File: config.mk
export PLATFORM = sky130hd
export DESIGN_NAME = imem_loader
export DESIGN_NICKNAME = d
export VERILOG_FILES = /design/src/rtl/imem_loader_pkg.sv /design/src/rtl/imem_loader_word_assembler.sv /design/src/rtl/imem_loader.sv
export SDC_FILE = /design/constraint.sdc
export NUM_CORES = 1
export LEC_CHECK = 0
export ABC_AREA = 1
export CAP_MARGIN = 20
export CORE_ASPECT_RATIO = 0.9
export CORE_UTILIZATION = 51
export DETAILED_ROUTE_END_ITERATION = 8
export GPL_TIMING_DRIVEN = 0
export PLACE_DENSITY = 0.95
export SKIP_CTS_REPAIR_TIMING = 1
export SLEW_MARGIN = 0
export SYNTH_ARGS = -nofsm -noshare
export SYNTH_HDL_FRONTEND = slang
export SYNTH_SLANG_ARGS = --single-unit
File: constraint.sdc
create_clock -name clk -period 4.69 [get_ports clk]
set_clock_uncertainty 0.1 [all_clocks]
set_input_delay 1.407 -clock clk [delete_from_list [all_inputs] [get_ports clk]]
set_output_delay 1.407 -clock clk [all_outputs]
set_load 0.01 [all_outputs]
File: src/rtl/imem_loader_pkg.sv
// rtl/imem_loader_pkg.sv - shared state encoding and default depth for the instruction memory loader
package imem_loader_pkg;

    localparam int DEFAULT_NUM_WORDS = 64;

    typedef enum logic [2:0] {
        IDLE  = 3'd0,
        RECV  = 3'd1,
        WRITE = 3'd2,
        DONE  = 3'd3,
        ERR   = 3'd4
    } state_t;

endpackage

File: src/rtl/imem_loader_word_assembler.sv
// rtl/imem_loader_word_assembler.sv - packs little-endian program bytes into 32-bit instruction words
module word_assembler (
    input  logic        clk,
    input  logic        rst,
    input  logic        clear,
    input  logic        accept,
    input  logic [7:0]  byte_data,
    output logic [31:0] word,
    output logic [1:0]  byte_cnt,
    output logic        word_full
);

    // Every lane is rewritten before a word is used, so the register is only cleared on a new load.
    always_ff @(posedge clk or posedge rst) begin
        if (rst) begin
            word     <= '0;
            byte_cnt <= '0;
        end else if (clear) begin
            word     <= '0;
            byte_cnt <= '0;
        end else if (accept) begin
            word[{byte_cnt, 3'b000} +: 8] <= byte_data;
            byte_cnt                      <= byte_cnt + 2'd1;
        end
    end

    assign word_full = accept && (byte_cnt == 2'd3);

endmodule

File: src/rtl/imem_loader.sv
// rtl/imem_loader.sv - streams program bytes into instruction memory and holds the core in reset until done
module imem_loader
    import imem_loader_pkg::*;
#(
    parameter int NUM_WORDS = DEFAULT_NUM_WORDS,
    parameter int LEN_W     = 7
) (
    input  logic             clk,
    input  logic             rst,
    input  logic             start,
    input  logic [LEN_W-1:0] load_len,
    input  logic             byte_valid,
    input  logic [7:0]       byte_data,
    output logic             byte_ready,
    output logic             imem_we,
    output logic [31:0]      imem_addr,
    output logic [31:0]      imem_wdata,
    output logic             core_rst,
    output logic             busy,
    output logic             done,
    output logic             err
);

    state_t           state;
    state_t           state_next;
    logic [LEN_W-1:0] word_idx;
    logic [LEN_W-1:0] len_q;
    logic             len_bad;
    logic             last_word;
    logic             clear;
    logic             inc;
    logic             accept;
    logic             word_full;
    logic [1:0]       byte_cnt;
    logic [31:0]      word;

    assign len_bad   = (load_len == '0) || (32'(load_len) > 32'(NUM_WORDS));
    assign last_word = (word_idx == len_q - LEN_W'(1));
    assign accept    = byte_valid && byte_ready;

    always_ff @(posedge clk or posedge rst) begin
        if (rst) begin
            state <= IDLE;
        end else begin
            state <= state_next;
        end
    end

    always_comb begin
        state_next = state;
        clear      = 1'b0;
        inc        = 1'b0;
        byte_ready = 1'b0;
        imem_we    = 1'b0;
        busy       = 1'b0;
        done       = 1'b0;
        err        = 1'b0;
        core_rst   = 1'b1;
        case (state)
            IDLE, DONE, ERR: begin
                done     = (state == DONE);
                err      = (state == ERR);
                core_rst = (state != DONE);
                if (start) begin
                    if (len_bad) begin
                        state_next = ERR;
                    end else begin
                        state_next = RECV;
                        clear      = 1'b1;
                    end
                end
            end
            RECV: begin
                byte_ready = 1'b1;
                busy       = 1'b1;
                if (word_full) begin
                    state_next = WRITE;
                end
            end
            WRITE: begin
                imem_we = 1'b1;
                busy    = 1'b1;
                if (last_word) begin
                    state_next = DONE;
                end else begin
                    state_next = RECV;
                    inc        = 1'b1;
                end
            end
            default: begin
                state_next = IDLE;
            end
        endcase
    end

    // The length is latched at start so later changes on load_len cannot shorten a load in flight.
    always_ff @(posedge clk or posedge rst) begin
        if (rst) begin
            word_idx <= '0;
            len_q    <= '0;
        end else if (clear) begin
            word_idx <= '0;
            len_q    <= load_len;
        end else if (inc) begin
            word_idx <= word_idx + LEN_W'(1);
        end
    end

    word_assembler u_word_assembler (
        .clk       (clk),
        .rst       (rst),
        .clear     (clear),
        .accept    (accept),
        .byte_data (byte_data),
        .word      (word),
        .byte_cnt  (byte_cnt),
        .word_full (word_full)
    );

    assign imem_addr  = 32'({word_idx, 2'b00});
    assign imem_wdata = word;

endmodule

==> impl_summary.log <==
[metrics] run status: finished clean
[metrics] number of cell rows: 26
[metrics] commonest register cell after synthesis: sky130_fd_sc_hd__dfrtp_1
[metrics] vias per cell: 5.07
[metrics] cell area reported after detailed placement: 3820 um^2
[metrics] Iter 0 DRT Violations: 292
[metrics] final std cells w/o fill: 553
[metrics] number of library cell types mapped by synthesis: 34
[metrics] # IOs: 89
[metrics] number of buffers between clock root and the deepest sink: 2
[metrics] Final HPWL DP: 5460 um
[metrics] Hold Startpoint: u_word_assembler.word[14]
[metrics] timing startpoint of the critical path: state[2]
[metrics] final critical-path share of the clock period: 79.7%
[metrics] Syn Std Cell Area: 3000 um^2
[metrics] Setup Total Neg Slack: 0 ps
[metrics] number of flops mapped to enable cells by yosys: 0
[metrics] worst slack, placed: 1250 ps
[metrics] via count of the first global-routing pass: 2,534
[metrics] die width: 82.8 um
[metrics] Synthesis Warnings: 0
[metrics] Lkg Pwr: 2.07 nW
[metrics] H-Tree Level Count: 2
[metrics] number of instances in the synthesized netlist: 388
[metrics] number of antenna-violating nets in the routed design: 0
[metrics] IO buf count: 63
[metrics] CTS tree: done
[metrics] worst-case vdd ir drop: 0.000226 V
[metrics] post-route standard cell area excluding fillers: 3930 um^2
[metrics] unrepaired setup endpoints after global routing: false
[metrics] Pwr Total: 1.52 mW
[metrics] TritonRoute pass-1 iters: 5
[metrics] per-cell routed wire length: 12.9 um
[metrics] number of antenna violations at the first check in global routing: 0
[metrics] total power per unit cell area: 388 nW/um^2
[metrics] Peak Freq: 268 MHz
[metrics] Setup CP Type: register to output pin
[metrics] min cycle time layout: 3740 ps
[metrics] core region area: 5660 um^2
[metrics] number of hold-slack violations in the final timing report: 0
[metrics] number of max-cap violations: 0
[metrics] Routability Congestion: 0.919
[metrics] Worst Path Required: 3180 ps
[metrics] actual transition at the worst max-transition pin: 725 ps
[metrics] number of vias after detailed routing: 2,801
[metrics] clk root buf: sky130_fd_sc_hd__clkbuf_8
[metrics] die outline height: 74.7 um
[metrics] global-route usage over all layers: 24.5%
[metrics] clock transition time at the flip-flop clock pins of the worst setup and hold paths: 90 ps
[metrics] post-synthesis to final-layout area growth: 31.2%
[metrics] post-detailed-routing wire length: 7150 um
[metrics] aggregate global routing overflow: 0
[metrics] FF-to-FF setup slack: 2530 ps
[metrics] Clock Sink Count: 51
[metrics] DP Cell Count: 546
[metrics] commonest non-fill, non-tap cell in the layout: sky130_fd_sc_hd__nand2_1
[metrics] largest net degree at the start of global routing: 33
[metrics] Worst EP arrival: 2230 ps
[metrics] number of CTS-inserted buffers: 5
[metrics] crit start category: register
[metrics] count of fill cells added during filler insertion: 418
[metrics] Hold WC Path Type: register to register
[metrics] least setup slack across all paths after layout: 953 ps
[metrics] capturing element type of the critical path: output pin
[metrics] DIE AREA: 6180 um^2
[metrics] clock latency of the later-clocked register in the worst-skew pair: 300 ps
[metrics] Final Max Slew Viols: 0
[metrics] Async S/R FF share, synth: 100%
[metrics] most used cells in the layout excluding fill and tap cells: sky130_fd_sc_hd__nand2_1, sky130_fd_sc_hd__inv_1, sky130_fd_sc_hd__clkdlybuf4s50_1, sky130_fd_sc_hd__dfrtp_1, sky130_fd_sc_hd__o21ai_0
[metrics] worst hold slack: 434 ps
[metrics] first-pass GRT wire length: 11,500 um
[metrics] # setup viols final: 0
[metrics] layout net count: 509
[metrics] Worst Path Max Fanout: 10
[metrics] number of design rule violations left after detail routing: 0
[metrics] number of antenna diodes: 0
[metrics] worst-case headroom to the max-slew limit: 51.4%
[metrics] final standard cell utilization of the core: 69.4%
[metrics] layout cells sized above 1: 11.0%
[metrics] startpoint of the lowest-slack register-to-register path: len_q[0]
[metrics] initial standard-cell utilization of the core: 52.9%
[metrics] number of synthesized register bits: 51
[metrics] sequential fraction of the synthesis area: 42.6%
[metrics] Synth Area per Inst: 7.72 um^2
## final timing paths
check / to / cells past startpoint
min in group asynchronous: len_q[0] / 2
max in group asynchronous: word_idx[6] / 3
max: busy / 4
min: u_word_assembler.word[14] / 2
max reg2reg: word_idx[6] / 11
min reg2reg: u_word_assembler.word[14] / 2
## worst max-delay path: stages (launching register included)
cell and delay (ps):
sky130_fd_sc_hd__dfrtp_1 470, sky130_fd_sc_hd__nor3_2 630, sky130_fd_sc_hd__inv_1 160, sky130_fd_sc_hd__nand2_1 140, sky130_fd_sc_hd__clkdlybuf4s50_1 540
## cell usage after synthesis (2+ instances only)
master	count	area [um^2]
sky130_fd_sc_hd__nand2_1	79	297
sky130_fd_sc_hd__inv_1	64	240
sky130_fd_sc_hd__dfrtp_1	51	1280
sky130_fd_sc_hd__o21ai_0	46	230
sky130_fd_sc_hd__buf_4	26	195
sky130_fd_sc_hd__nand3_1	23	115
sky130_fd_sc_hd__nor2_1	21	78.8
sky130_fd_sc_hd__a21oi_1	14	70.1
sky130_fd_sc_hd__nand4_1	8	50.1
sky130_fd_sc_hd__o21ai_1	8	40.0
sky130_fd_sc_hd__ha_1	7	87.6
sky130_fd_sc_hd__buf_2	5	25.0
sky130_fd_sc_hd__xor2_1	5	43.8
sky130_fd_sc_hd__nand3b_1	4	30.0
sky130_fd_sc_hd__o22ai_1	3	18.8
sky130_fd_sc_hd__clkbuf_1	2	7.51
sky130_fd_sc_hd__inv_2	2	7.51
sky130_fd_sc_hd__nor2_4	2	22.5
sky130_fd_sc_hd__nor3_1	2	10.0
sky130_fd_sc_hd__xnor2_1	2	17.5
## logic make-up after synthesis
kind of cell,after synthesis,share of synthesized area (%)
DFF,51,42.6
buffers and inverters,100,16.2
AOI/OAI and AO/OA,74,12.8
other,1,0.125
adders and majority gates,7,2.92
xor gates and xnor gates,7,2.05
and+or+nand+nor,148,23.3
## per-layer routing
metal  global-route usage, %  vias to the layer above  share of wire [%]  routed length, um
li1                        -                     1373                  -                  -
met1                    33.8                     1290                 44               3120
met2                    38.9                      122                 47               3370
met3                    4.24                       16                7.2                516
met4                    9.00                        0                2.0                143
met5                       0                        -                  0                  0
## state kept, by name, indices dropped and copies added (netlist names)
register,cells
len_q,7
state,3
u_word_assembler.word,32
u_word_assembler.byte_cnt,2
word_idx,7
## layout make-up
cell class,count,area [um^2],area share (%)
Multi-Input combinational cell,261,1320,33.7
Sequential cell,51,1280,32.5
Timing Repair Buffer,64,651,16.6
Inverter,66,248,6.30
Buffer,34,239,6.08
Tap cell,70,87.6,2.23
Clock buffer,5,68.8,1.75
Clock inverter,2,37.5,0.955
## power breakdown
group / switching (mW) / internal [mW]
clock: 0.145 / 0.156
combinational: 0.395 / 0.251
sequential: 0.0678 / 0.510
(Power assumes the default switching activity.)
